**src/rtl/fetch_aligner.sv**
```systemverilog
// fetch_aligner
//   Front-end fetch controller for an RV32IC pipeline. Issues word-aligned
//   instruction-memory reads and hands decode one aligned instruction per
//   handshake. An instruction can be compressed (16-bit, zero-extended) or a
//   full 32-bit instruction, including one that straddles a word boundary.
//   Redirects from execute flush the fetch stream and restart it at a new PC.
//
// Ports
//   clk            clock, rising edge
//   rst_n          asynchronous active-low reset
//   redirect_valid flush and restart fetch at redirect_pc
//   redirect_pc    restart PC (bit 0 ignored)
//   imem_read      read request, held until imem_resp
//   imem_address   word-aligned read address, stable while imem_read
//   imem_rdata     read data, valid with imem_resp
//   imem_resp      one-cycle read completion
//   instr_valid    instr/instr_pc/instr_is_c are valid
//   instr_ready    decode accepts when instr_valid & instr_ready
//   instr          32-bit instruction, or {16'h0,halfword} when compressed
//   instr_pc       PC of instr
//   instr_is_c     instr[1:0] != 2'b11
module fetch_aligner #(
  parameter logic [31:0] RESET_PC = 32'h0000_0060
) (
  input  logic        clk,
  input  logic        rst_n,
  input  logic        redirect_valid,
  input  logic [31:0] redirect_pc,
  output logic        imem_read,
  output logic [31:0] imem_address,
  input  logic [31:0] imem_rdata,
  input  logic        imem_resp,
  output logic        instr_valid,
  input  logic        instr_ready,
  output logic [31:0] instr,
  output logic [31:0] instr_pc,
  output logic        instr_is_c
);

  typedef enum logic [1:0] {IDLE, FETCH, OUT, DRAIN} state_t;

  state_t      fsm, fsm_d;
  // fetch_pc is kept 32 bits wide with bit 0 held at zero.
  // In OUT it is the address of the next undelivered halfword (the buffered
  // one when have_half is set). In FETCH with have_half set it is the word
  // being read, so the buffered halfword sits at fetch_pc-2.
  logic [31:0] fetch_pc, fetch_pc_d;
  logic [15:0] half_buf, half_buf_d;
  logic        have_half, have_half_d;
  // Address of the abandoned read that DRAIN is waiting out.
  logic [31:0] drain_addr, drain_addr_d;
  logic [31:0] instr_d, instr_pc_d;
  logic        instr_is_c_d;

  logic        emit;
  logic [31:0] emit_word, emit_pc;
  logic [15:0] lo, hi;

  assign lo = imem_rdata[15:0];
  assign hi = imem_rdata[31:16];

  // Next-state and output decode for the whole fetch/align machine.
  always_comb begin
    fsm_d        = fsm;
    fetch_pc_d   = fetch_pc;
    half_buf_d   = half_buf;
    have_half_d  = have_half;
    drain_addr_d = drain_addr;
    instr_d      = instr;
    instr_pc_d   = instr_pc;
    instr_is_c_d = instr_is_c;
    emit         = 1'b0;
    emit_word    = 32'h0;
    emit_pc      = 32'h0;

    imem_read    = (fsm == FETCH) || (fsm == DRAIN);
    instr_valid  = (fsm == OUT);
    imem_address = (fsm == DRAIN) ? drain_addr : {fetch_pc[31:2], 2'b00};

    case (fsm)
      IDLE: fsm_d = FETCH;

      FETCH: begin
        if (imem_resp) begin
          if (have_half) begin
            // Upper half of a straddling instruction has arrived.
            emit       = 1'b1;
            emit_word  = {lo, half_buf};
            emit_pc    = fetch_pc - 32'd2;
            half_buf_d = hi;
            fetch_pc_d = fetch_pc + 32'd2;
            fsm_d      = OUT;
          end else if (!fetch_pc[1]) begin
            emit    = 1'b1;
            emit_pc = fetch_pc;
            fsm_d   = OUT;
            if (lo[1:0] != 2'b11) begin
              emit_word   = {16'h0, lo};
              half_buf_d  = hi;
              have_half_d = 1'b1;
              fetch_pc_d  = fetch_pc + 32'd2;
            end else begin
              emit_word  = imem_rdata;
              fetch_pc_d = fetch_pc + 32'd4;
            end
          end else if (hi[1:0] != 2'b11) begin
            emit       = 1'b1;
            emit_word  = {16'h0, hi};
            emit_pc    = fetch_pc;
            fetch_pc_d = fetch_pc + 32'd2;
            fsm_d      = OUT;
          end else begin
            // Odd-halfword start of a full instruction: buffer and read on.
            half_buf_d  = hi;
            have_half_d = 1'b1;
            fetch_pc_d  = fetch_pc + 32'd2;
          end
        end
      end

      OUT: begin
        if (instr_ready) begin
          if (have_half && (half_buf[1:0] != 2'b11)) begin
            // Buffered compressed instruction goes out with no memory access.
            emit        = 1'b1;
            emit_word   = {16'h0, half_buf};
            emit_pc     = fetch_pc;
            fetch_pc_d  = fetch_pc + 32'd2;
            have_half_d = 1'b0;
          end else begin
            fsm_d = FETCH;
            // Buffered half starts a full instruction: fetch the next word.
            if (have_half) fetch_pc_d = fetch_pc + 32'd2;
          end
        end
      end

      DRAIN: begin
        if (imem_resp) fsm_d = FETCH;
      end

      default: fsm_d = IDLE;
    endcase

    // A redirect overrides everything else happening in this cycle.
    if (redirect_valid) begin
      emit        = 1'b0;
      have_half_d = 1'b0;
      fetch_pc_d  = {redirect_pc[31:1], 1'b0};
      if ((fsm == FETCH) && !imem_resp) begin
        fsm_d        = DRAIN;
        drain_addr_d = {fetch_pc[31:2], 2'b00};
      end else if ((fsm == DRAIN) && !imem_resp) begin
        fsm_d = DRAIN;
      end else begin
        fsm_d = FETCH;
      end
    end

    if (emit) begin
      instr_d      = emit_word;
      instr_pc_d   = emit_pc;
      instr_is_c_d = (emit_word[1:0] != 2'b11);
    end
  end

  // State register.
  always_ff @(posedge clk or negedge rst_n) begin
    if (!rst_n) begin
      fsm        <= IDLE;
      fetch_pc   <= RESET_PC & 32'hFFFF_FFFE;
      half_buf   <= 16'h0;
      have_half  <= 1'b0;
      drain_addr <= 32'h0;
      instr      <= 32'h0;
      instr_pc   <= 32'h0;
      instr_is_c <= 1'b0;
    end else begin
      fsm        <= fsm_d;
      fetch_pc   <= fetch_pc_d;
      half_buf   <= half_buf_d;
      have_half  <= have_half_d;
      drain_addr <= drain_addr_d;
      instr      <= instr_d;
      instr_pc   <= instr_pc_d;
      instr_is_c <= instr_is_c_d;
    end
  end

endmodule

```
**config.mk**
```make
export PLATFORM = sky130hd
export DESIGN_NAME = fetch_aligner
export DESIGN_NICKNAME = d
export VERILOG_FILES = /design/src/rtl/fetch_aligner.sv
export SDC_FILE = /design/constraint.sdc
export NUM_CORES = 1
export LEC_CHECK = 0
export CAP_MARGIN = 10
export CORE_MARGIN = 1.5
export CORE_UTILIZATION = 41
export DETAILED_ROUTE_END_ITERATION = 8
export PLACE_DENSITY = 0.68
export SYNTH_ARGS = -nofsm -noshare
export SYNTH_HDL_FRONTEND = slang
export SYNTH_SLANG_ARGS = --single-unit
```
**constraint.sdc**
```tcl
create_clock -name clk -period 2.6 [get_ports clk]
set_clock_uncertainty 0.05 [all_clocks]
set_input_delay 0.26 -clock clk [delete_from_list [all_inputs] [get_ports clk]]
set_output_delay 0.26 -clock clk [all_outputs]
set_load 0.01 [all_outputs]
```
# Word-level counts from Yosys, hierarchy flattened
# Cells that the tools add are included.
[classes]
n_addsub = 3
n_eq_ne = 15
n_mux = 57
n_reduce_logical = 13
[ops]
columns = ["op", "count"]
rows = [
  ["two-way mux 32 bit", 19],
  ["one-hot mux 32 bit (2 select lines)", 3],
  ["two-way mux 16 bit", 7],
  ["adder 32 x 2 -> 32 bit (second input constant)", 1],
  ["adder 32 x 3 -> 32 bit (second input constant)", 1],
  ["subtractor 32 x 2 -> 32 bit (second input constant)", 1],
  ["two-way mux 2 bit", 10],
  ["two-way mux 1 bit", 15],
  ["inequality test 3 bit (second input constant)", 4],
  ["AND reduction 4 bit", 3],
  ["inequality test 2 bit (second input constant)", 4],
  ["one-hot mux 2 bit (4 select lines)", 1],
  ["inequality test 3 x 2 -> 1 bit (second input constant)", 2],
  ["nonzero test 3 bit", 2],
  ["inequality test 5 x 4 -> 1 bit (second input constant)", 1],
  ["AND reduction 5 bit", 1],
  ["equality test 2 bit (second input constant)", 2],
  ["inequality test 4 x 2 -> 1 bit (second input constant)", 1],
  ["one-hot mux 1 bit (2 select lines)", 2],
  ["logical AND 1 bit", 3],
  ["equality test 2 x 1 -> 1 bit (second input constant)", 1],
  ["logical NOT 2 bit", 1],
  ["AND reduction 2 bit", 1],
  ["logical NOT 1 bit", 1],
  ["logical OR 1 bit", 1],
]
[totals]
regBits = 146
input_bits = 69
output_inout_bits = 99
elab_cells = 96

# Logic depth before layout (Yosys ltp)
# Gate-level depths: netlist (run 1).
[depth]
word_depth = 7
ltp_mapped = 10
depth_no_buf = 8

# Least setup slack after synthesis (run 1)
# OpenSTA, ideal clock, no wires.
[synth_path]
kind = "register -> register"
from = "register fetch_pc[9]"
to = "register instr_pc[25]"
setup_ns = 0.082
arrival_time_ns = 2.481
t_required_ns = 2.468
path_slack_ns = -0.013
path_stages_with_launch = 10
n_path_buf = 3
period_less_slack_ns = 2.613
cell_sequence = "dfrtp_1 buf_6 or4_4 buf_6 or3_4 buf_6 nor3_4 nand2_2 or4_1 a31oi_1"
[synth_via]
elab_chain_len = 4
[synth_lines]
columns = ["item", "line", "source"]
rows = [
  ["from (decl)", "47", "logic [31:0] fetch_pc, fetch_pc_d;"],
  ["from (signal assigned)", "171", "fetch_pc <= RESET_PC & 32'hFFFF_FFFE;"],
  ["from (signal assigned)", "180", "fetch_pc <= fetch_pc_d;"],
  ["subtractor 32 x 2 -> 32 bit", "89", "emit_pc = fetch_pc - 32'd2;"],
  ["two-way mux 32 bit", "85", "if (have_half) begin"],
  ["two-way mux 32 bit", "84", "if (imem_resp) begin"],
  ["one-hot mux 32 bit (2 select lines)", "80", "case (fsm)"],
  ["to (signal assigned)", "185", "instr_pc <= instr_pc_d;"],
  ["to (decl)", "36", "output logic [31:0] instr_pc,"],
]
# No other way between the ends.
# A chain may end at the register's enable or synchronous reset.

# Worst setup path in the final report (run 1)
# Same ends and word-level chain as after synthesis.

==> qor.log, run 1 <==
INFO  critical_path  arrival=2.82ns
INFO  sta            worst_slew_margin_rel=0.543
INFO  min_path       hold_path_class=in -> async
INFO  yosys          avg_inst_size_synth=8.68um^2
INFO  yosys          adder_cell_fraction_of_synth_area=0.0112
INFO  critical_path  critical_path.max_stage_delay=0.59ns
INFO  yosys          ys_seq_area_frac=0.406
INFO  place          dpl_cell_area=11400um^2
INFO  yosys          area_share_of_xor_xnor_cells_in_the_synthesized_design=0.00978
INFO  outcome        outcome=finished clean
INFO  cells_and_area area_growth_from_synthesis_to_layout=34.1%
INFO  floorplanning  die-height=151um
INFO  power_and_ir_drop sequential_power_share=0.299
INFO  critical_path  crit_buf_inv=0
INFO  power_and_ir_drop clkPwrFrac=0.180
INFO  yosys          combinational_family_with_the_most_area_after_synthesis=compound AO/OA/AOI/OAI gates
INFO  drt            via_per_inst=5.91
INFO  critical_path  crit_slowest_cell=sky130_fd_sc_hd__or4_4
INFO  power_and_ir_drop ir_worst_vdd=0.000707V
INFO  cts            count_of_instances_resized_after_the_clock_tree_is_built=0
INFO  yosys          post_synth_inst_count=1032
INFO  place          port_buffers=164
INFO  yosys          area_fraction_in_compound_gates_after_synthesis=0.211
INFO  yosys          syn-cell-area=8950um^2
INFO  cells_and_area final_layout_size_suffix_gt1_frac=0.189
INFO  floorplanning  die_width=151um
INFO  sta            final_min_period_over_clock_period=0.970
INFO  drt            drt-wirelength-per-cell=20.2um
INFO  yosys          synth_area_leaders=sky130_fd_sc_hd__dfrtp_1 40%, sky130_fd_sc_hd__mux2_2 8.7%, sky130_fd_sc_hd__o21ai_0 5.9%
INFO  sta            rsz0062_at_grt=no
INFO  cts            clk_transition_reported_paths=0.07ns
INFO  yosys          synth.largest_area_cell=sky130_fd_sc_hd__dfrtp_1
INFO  power_and_ir_drop cellLeakagePower=4.77nW
INFO  yosys          fraction_of_post_synthesis_cell_area_in_the_top_cell_type_by_area=0.400
INFO  power_and_ir_drop power.density_cell_area=1110nW/um^2
INFO  global_routing pin_count_of_the_biggest_net_entering_global_routing=56
INFO  cells_and_area most-common-layout-cells=162 x sky130_fd_sc_hd__clkdlybuf4s50_1, 142 x sky130_fd_sc_hd__dfrtp_1, 134 x sky130_fd_sc_hd__nand2_1
INFO  critical_path  path_class=reg -> reg
INFO  critical_path  critical-path-top-delay-family=simple AND/OR/NAND/NOR gates
INFO  yosys          synthesis.yosys.warnings=0
INFO  critical_path  timing.reg2reg.setup_slack=0.08ns
INFO  place          gpl.final_weighted_congestion=0.911
INFO  cts            clock_path_buffers=2
INFO  drt            dr.pass1.iters=5
INFO  cts            cts_root_buffer=sky130_fd_sc_hd__clkbuf_16
INFO  cells_and_area antenna_cells_inserted=0
INFO  critical_path  crit_path_max_fanout=7
INFO  cells_and_area final_util=0.566
INFO  cts            tritoncts=built
INFO  power_and_ir_drop p_comb_frac=0.521
INFO  global_routing groute.usage.overall=0.275
INFO  sta            slew_of_the_pin_with_the_lowest_slew_margin=0.683ns
INFO  floorplanning  placementRows=53
INFO  drt            vias=8935
INFO  global_routing grt_pass1_wl=47.8mm
INFO  critical_path  critical_path.startpoint_type=register
INFO  drt            route.detailed.drc=0
INFO  cts            worst_skew_pair.late_latency=0.43ns
INFO  global_routing grt_pass1_vias=8414
INFO  cts            tritoncts.num_buffers=17
INFO  global_routing grt.overflow.total=0
INFO  drt            ant_nets=0
INFO  power_and_ir_drop net-switching-power=5.44mW
INFO  critical_path  critPathCaptureType=register
INFO  floorplanning  coreArea=21200um^2
INFO  yosys          synth_edf_count=0
INFO  global_routing initial_antenna_violation_count=0
INFO  yosys          ys_dominant_reg_cell=sky130_fd_sc_hd__dfrtp_1
INFO  sta            number_of_setup_violations_in_the_final_report=0
INFO  sta            max_clock_freq=397MHz
INFO  critical_path  reg2reg_from=fetch_pc[9]
INFO  critical_path  crit_chain=or4_4, or3_4, nor3_4, nand2_2, or4_1, a31oi_1
INFO  floorplanning  start_util=0.422
INFO  floorplanning  io-pin-count=168
INFO  floorplanning  die_area=22700um^2
INFO  sta            post_route_hold_slack=0.323ns
INFO  drt            drt-total-wl=30.5mm
INFO  sta            finalWorstPathRequiredPeriod=2.52ns
INFO  power_and_ir_drop netSwitchingFraction=0.409
INFO  cts            htree_levels=4
INFO  cells_and_area postLayoutCellArea=12000um^2
INFO  yosys          asyncSetResetFlopFracSynth=1.00
INFO  cells_and_area num-nets-final=1302
INFO  power_and_ir_drop p_int=7.88mW
INFO  yosys          postSynthRegisterBits=145
INFO  cells_and_area layout_commonest_cell=sky130_fd_sc_hd__clkdlybuf4s50_1
INFO  drt            dr.first_iter.drc_count=935
INFO  sta            finalMaxSlewViolations=0
INFO  yosys          synthSimpleGateAreaFrac=0.199
INFO  place          place_hpwl=21.9mm
INFO  yosys          synth.distinct_cells=75
INFO  sta            finalHoldViolCount=0
INFO  yosys          muxShareOfSynthArea=0.107
INFO  critical_path  reg2regPathDepth=6
INFO  critical_path  worstPathRequired=2.90ns
INFO  flow_run       max-cap-violations=0
INFO  cts            cts.sinks=145
INFO  critical_path  capturing_point_of_the_worst_reg2reg_path=instr_pc[25]
## metrics by stage
stage          setup slack (ns)  power, mW  setup TNS, ns  cells
6_report                 0.0791       13.3              0   1513
3_3_place_gp              0.143       10.8              0   1480
3_5_place_dp             0.0896       10.9              0   1480
5_1_grt                 0.00142       14.2              0   1513
4_1_cts                  0.0795       13.3              0   1513
2_1_floorplan           -0.0134       7.58        -0.0134   1033
## how the worst max path moves through the flow
stage | from | endpoint | slack (ns) | cells after the start
after floorplan | fetch_pc[9] | instr_pc[25] | -0.01 | 9
after global placement | fetch_pc[9] | instr_pc[25] | 0.14 | 6
after detailed placement | fetch_pc[9] | instr_pc[25] | 0.09 | 6
after CTS | fetch_pc[9] | instr_pc[25] | 0.08 | 6
after global routing | fetch_pc[9] | instr_pc[25] | 0.001 | 6
final | fetch_pc[9] | instr_pc[25] | 0.08 | 6
## flip-flops by register name (all words and copies together) (netlist names)
| register | cells |
|---|---|
| drain_addr | 30 |
| fetch_pc | 31 |
| fsm | 2 |
| half_buf | 16 |
| have_half | 1 |
| instr | 32 |
| instr_is_c | 1 |
| instr_pc | 32 |
## synth_stat cells (17+ instances only)
| library cell | number |
|---|---|
| sky130_fd_sc_hd__o31ai_1 | 23 |
| sky130_fd_sc_hd__nand4_1 | 17 |
| sky130_fd_sc_hd__a21oi_1 | 64 |
| sky130_fd_sc_hd__a22oi_1 | 39 |
| sky130_fd_sc_hd__mux2_2 | 69 |
| sky130_fd_sc_hd__nor2_1 | 73 |
| sky130_fd_sc_hd__nand2_1 | 134 |
| sky130_fd_sc_hd__clkbuf_1 | 71 |
| sky130_fd_sc_hd__o21ai_0 | 106 |
| sky130_fd_sc_hd__nand3_1 | 32 |
| sky130_fd_sc_hd__mux2i_1 | 18 |
| sky130_fd_sc_hd__nor3_1 | 28 |
| sky130_fd_sc_hd__dfrtp_1 | 143 |
| sky130_fd_sc_hd__nor4_1 | 19 |
## cells by family after synthesis
| logic type | after synthesis |
|---|---|
| and+or+nand+nor | 365 |
| AOI/OAI and AO/OA | 306 |
| DFF | 145 |
| buffers and inverters | 110 |
| muxes | 87 |
| xor gates and xnor gates | 10 |
| adders and majority gates | 8 |
| other | 1 |
## worst reg2reg max path, stage by stage (launching register included)
cell and delay [ns]:
sky130_fd_sc_hd__dfrtp_1 0.38, sky130_fd_sc_hd__or4_4 0.59, sky130_fd_sc_hd__or3_4 0.46, sky130_fd_sc_hd__nor3_4 0.26, sky130_fd_sc_hd__nand2_2 0.13, sky130_fd_sc_hd__or4_1 0.40
sky130_fd_sc_hd__a31oi_1 0.17
## power by group through the flow
stage               combinational, mW  clock [mW]  sequential, mW
floorplan                        3.68           0            3.90
global placement                 6.81           0            3.97
detailed placement               6.87           0            4.01
CTS                              6.91        2.44            3.98
global route                     7.51        2.54            4.11
finish                           6.94        2.40            3.99
## metal layers
metal	vias to the layer above	GRT usage	wire length, um
met5	-	0	0
met4	0	0.0864	622
met3	49	0.0515	2210
met2	396	0.412	13800
met1	4313	0.401	13900
li1	4177	-	-
## final cells by class
| type | instances | area [um^2] |
|---|---|---|
| clock buffers | 17 | 425 |
| repair buffers | 271 | 2560 |
| clock inverters | 15 | 143 |
| well taps | 275 | 344 |
| inverters | 12 | 45.0 |
| fillers | 1920 | 9220 |
| flip-flops and latches | 145 | 3630 |
| multi-input cells | 778 | 4860 |
## what timing repair did
action	CTS	global route
hold buffers	1	0
endpoints found under the hold margin	51	0
setup buffers	0	0
setup endpoints to repair	0	0
Power figures use the tool's default switching activity.
==> inputs of run 2 (changes only) <==
CELL_PAD_IN_SITES_DETAIL_PLACEMENT = 1   (was not set)
CELL_PAD_IN_SITES_GLOBAL_PLACEMENT = 1   (was not set)
CORE_UTILIZATION = 36   (was 41)
PLACE_DENSITY = not set   (was 0.68)
PLACE_DENSITY_LB_ADDON = 0.1   (was not set)
==> run 2 against run 1 <==
  * Global-route usage decreased by 1.2 points
  * Total power increased by 2.0%
  * Core utilization decreased by 6.9 points
  * Routed wire length increased by 11%
  * First-iteration DRC count decreased by 40%
  * Register-to-register slack about the same
  * Cell count increased by 3.8%
  * Worst setup slack got worse by 0.0038 ns
  * Critical path type unchanged
==> qor.log, run 2 (synthesis results as in run 1) <==
INFO  sta            rsz0062_at_grt=no
INFO  cells_and_area reg_top3=instr x32, instr_pc x32, fetch_pc x31
INFO  cts            tritoncts.num_buffers=17
INFO  drt            ant_nets=0
INFO  critical_path  worstPathRequired=2.89ns
INFO  sta            final_min_period_over_clock_period=0.971
INFO  cts            worst_skew_pair.late_latency=0.42ns
INFO  sta            max_clock_freq=396MHz
INFO  drt            route.detailed.drc=0
INFO  flow_run       max-cap-violations=0
INFO  critical_path  timing.critical_path.from=fetch_pc[8]
INFO  cts            clk_transition_reported_paths=0.07ns
INFO  global_routing initial_antenna_violation_count=0
INFO  power_and_ir_drop ir_worst_vdd=0.000516V
INFO  sta            slew_of_the_pin_with_the_lowest_slew_margin=0.689ns
INFO  sta            finalHoldViolCount=0
INFO  place          place_hpwl=24.6mm
INFO  critical_path  crit_slowest_cell=sky130_fd_sc_hd__or4_4
INFO  critical_path  critPathCaptureType=register
INFO  cells_and_area final_util=0.497
INFO  critical_path  critical_path.max_stage_delay=0.56ns
INFO  floorplanning  die_area=25800um^2
INFO  critical_path  crit_chain=or4_4, nor3_1, buf_4, nand2_1, or3_4, or3_1, a31oi_1
INFO  cells_and_area num-nets-final=1310
INFO  drt            drt-wirelength-per-cell=21.5um
INFO  floorplanning  die-height=161um
INFO  global_routing grt_pass1_wl=52.7mm
INFO  critical_path  path_class=reg -> reg
INFO  global_routing pin_count_of_the_biggest_net_entering_global_routing=73
INFO  cells_and_area antenna_cells_inserted=0
INFO  outcome        outcome=finished clean
INFO  cells_and_area layout_commonest_cell=sky130_fd_sc_hd__clkdlybuf4s50_1
INFO  cts            clock_path_buffers=2
INFO  sta            finalWorstSetupSlack=0.0753ns
INFO  critical_path  arrival=2.82ns
INFO  floorplanning  die_width=161um
INFO  cells_and_area num-fill-cells=2854
INFO  global_routing grt_pass1_vias=9169
INFO  floorplanning  io-pin-count=168
INFO  min_path       hold_path_class=in -> reg
INFO  place          preCtsSetupSlack=0.0514ns
INFO  cells_and_area most-common-layout-cells=162 x sky130_fd_sc_hd__clkdlybuf4s50_1, 140 x sky130_fd_sc_hd__dfrtp_1, 134 x sky130_fd_sc_hd__nand2_1
INFO  cts            cts_root_buffer=sky130_fd_sc_hd__clkbuf_16
INFO  sta            number_of_setup_violations_in_the_final_report=0
INFO  critical_path  reg2reg_from=fetch_pc[8]
INFO  place          gpl.final_weighted_congestion=0.917
INFO  drt            via_per_inst=5.75
INFO  global_routing groute.usage.overall=0.264
INFO  floorplanning  coreArea=24400um^2
INFO  drt            dr.first_iter.drc_count=563
INFO  cts            tritoncts=built
INFO  sta            finalMaxSlewViolations=0
INFO  place          port_buffers=164
INFO  min_path       min_from=redirect_valid
INFO  cts            cts.sinks=145
INFO  drt            dr.pass1.iters=5
INFO  drt            vias=9028
INFO  floorplanning  placementRows=57
INFO  cells_and_area final_layout_size_suffix_gt1_frac=0.198
INFO  critical_path  crit_path_max_fanout=7
INFO  drt            drt-total-wl=33.8mm
INFO  floorplanning  start_util=0.367
INFO  power_and_ir_drop power.density_cell_area=1120nW/um^2
INFO  sta            worst_slew_margin_rel=0.539
INFO  cts            htree_levels=4
INFO  cells_and_area area_growth_from_synthesis_to_layout=35.3%
INFO  global_routing grt.overflow.total=0
INFO  sta            finalWorstPathRequiredPeriod=2.52ns
INFO  critical_path  critical_path.startpoint_type=register
INFO  power_and_ir_drop cellLeakagePower=4.80nW
## run 2: worst paths after layout
path                                end  slack [ns]  depth (start not counted)
max                        instr_pc[26]        0.08                          7
min                           have_half        0.21                          2
max reg2reg                instr_pc[26]        0.08                          7
min reg2reg                instr_pc[24]        0.43                          2
max in group asynchronous  instr_pc[20]        1.51                          3
min in group asynchronous   instr_pc[6]        0.29                          2
## run 2: final cells by class
class | count | area [um^2] | area share
multi-input cells | 778 | 4880 | 0.403
flip-flops and latches | 145 | 3630 | 0.300
repair buffers | 279 | 2570 | 0.212
clock buffers | 18 | 429 | 0.0354
well taps | 324 | 405 | 0.0335
clock inverters | 14 | 155 | 0.0128
inverters | 12 | 45.0 | 0.00372
## run 2: worst max-delay path: cells and delay by family, from the launching register on
kind | cells | cell delay, ns
buf+inv | 1 | 0.18
compound gates | 1 | 0.19
flops | 1 | 0.39
simple gates | 5 | 1.64
## run 2: stage by stage
stage / TNS [ns] / area [um^2] / cells / hold WS (ns) / power (mW)
global route: 0 / 12100 / 1570 / 0.217 / 14.4
finish: 0 / 12100 / 1570 / 0.212 / 13.6
floorplan: -0.0134 / 8960 / 1033 / -0.0856 / 7.58
CTS: 0 / 12100 / 1567 / 0.203 / 13.6
global placement: 0 / 11500 / 1534 / 0.176 / 10.9
detailed placement: 0 / 11500 / 1534 / 0.177 / 11.0
## run 2: layer usage
metal / up-vias / part of all wire / track usage
met1: 4459 / 0.45 / 0.362
li1: 4203 / - / -
met3: 55 / 0.059 / 0.0411
met5: - / 0 / 0
met4: 0 / 0.022 / 0.0758
met2: 311 / 0.47 / 0.431
## run 2: power breakdown
part / switching, mW / internal (mW) / total (mW)
Combinational: 3.70 / 3.39 / 7.08
Sequential: 0.754 / 3.22 / 3.97
Clock: 1.10 / 1.43 / 2.53
Total: 5.55 / 8.04 / 13.6
## run 2: repair_timing
action | CTS | global route
setup buffers | 0 | 3
gates resized for setup | 0 | 6
endpoints found under the hold margin | 39 | 0
endpoints found under the setup margin | 0 | 5
hold buffers | 1 | 0
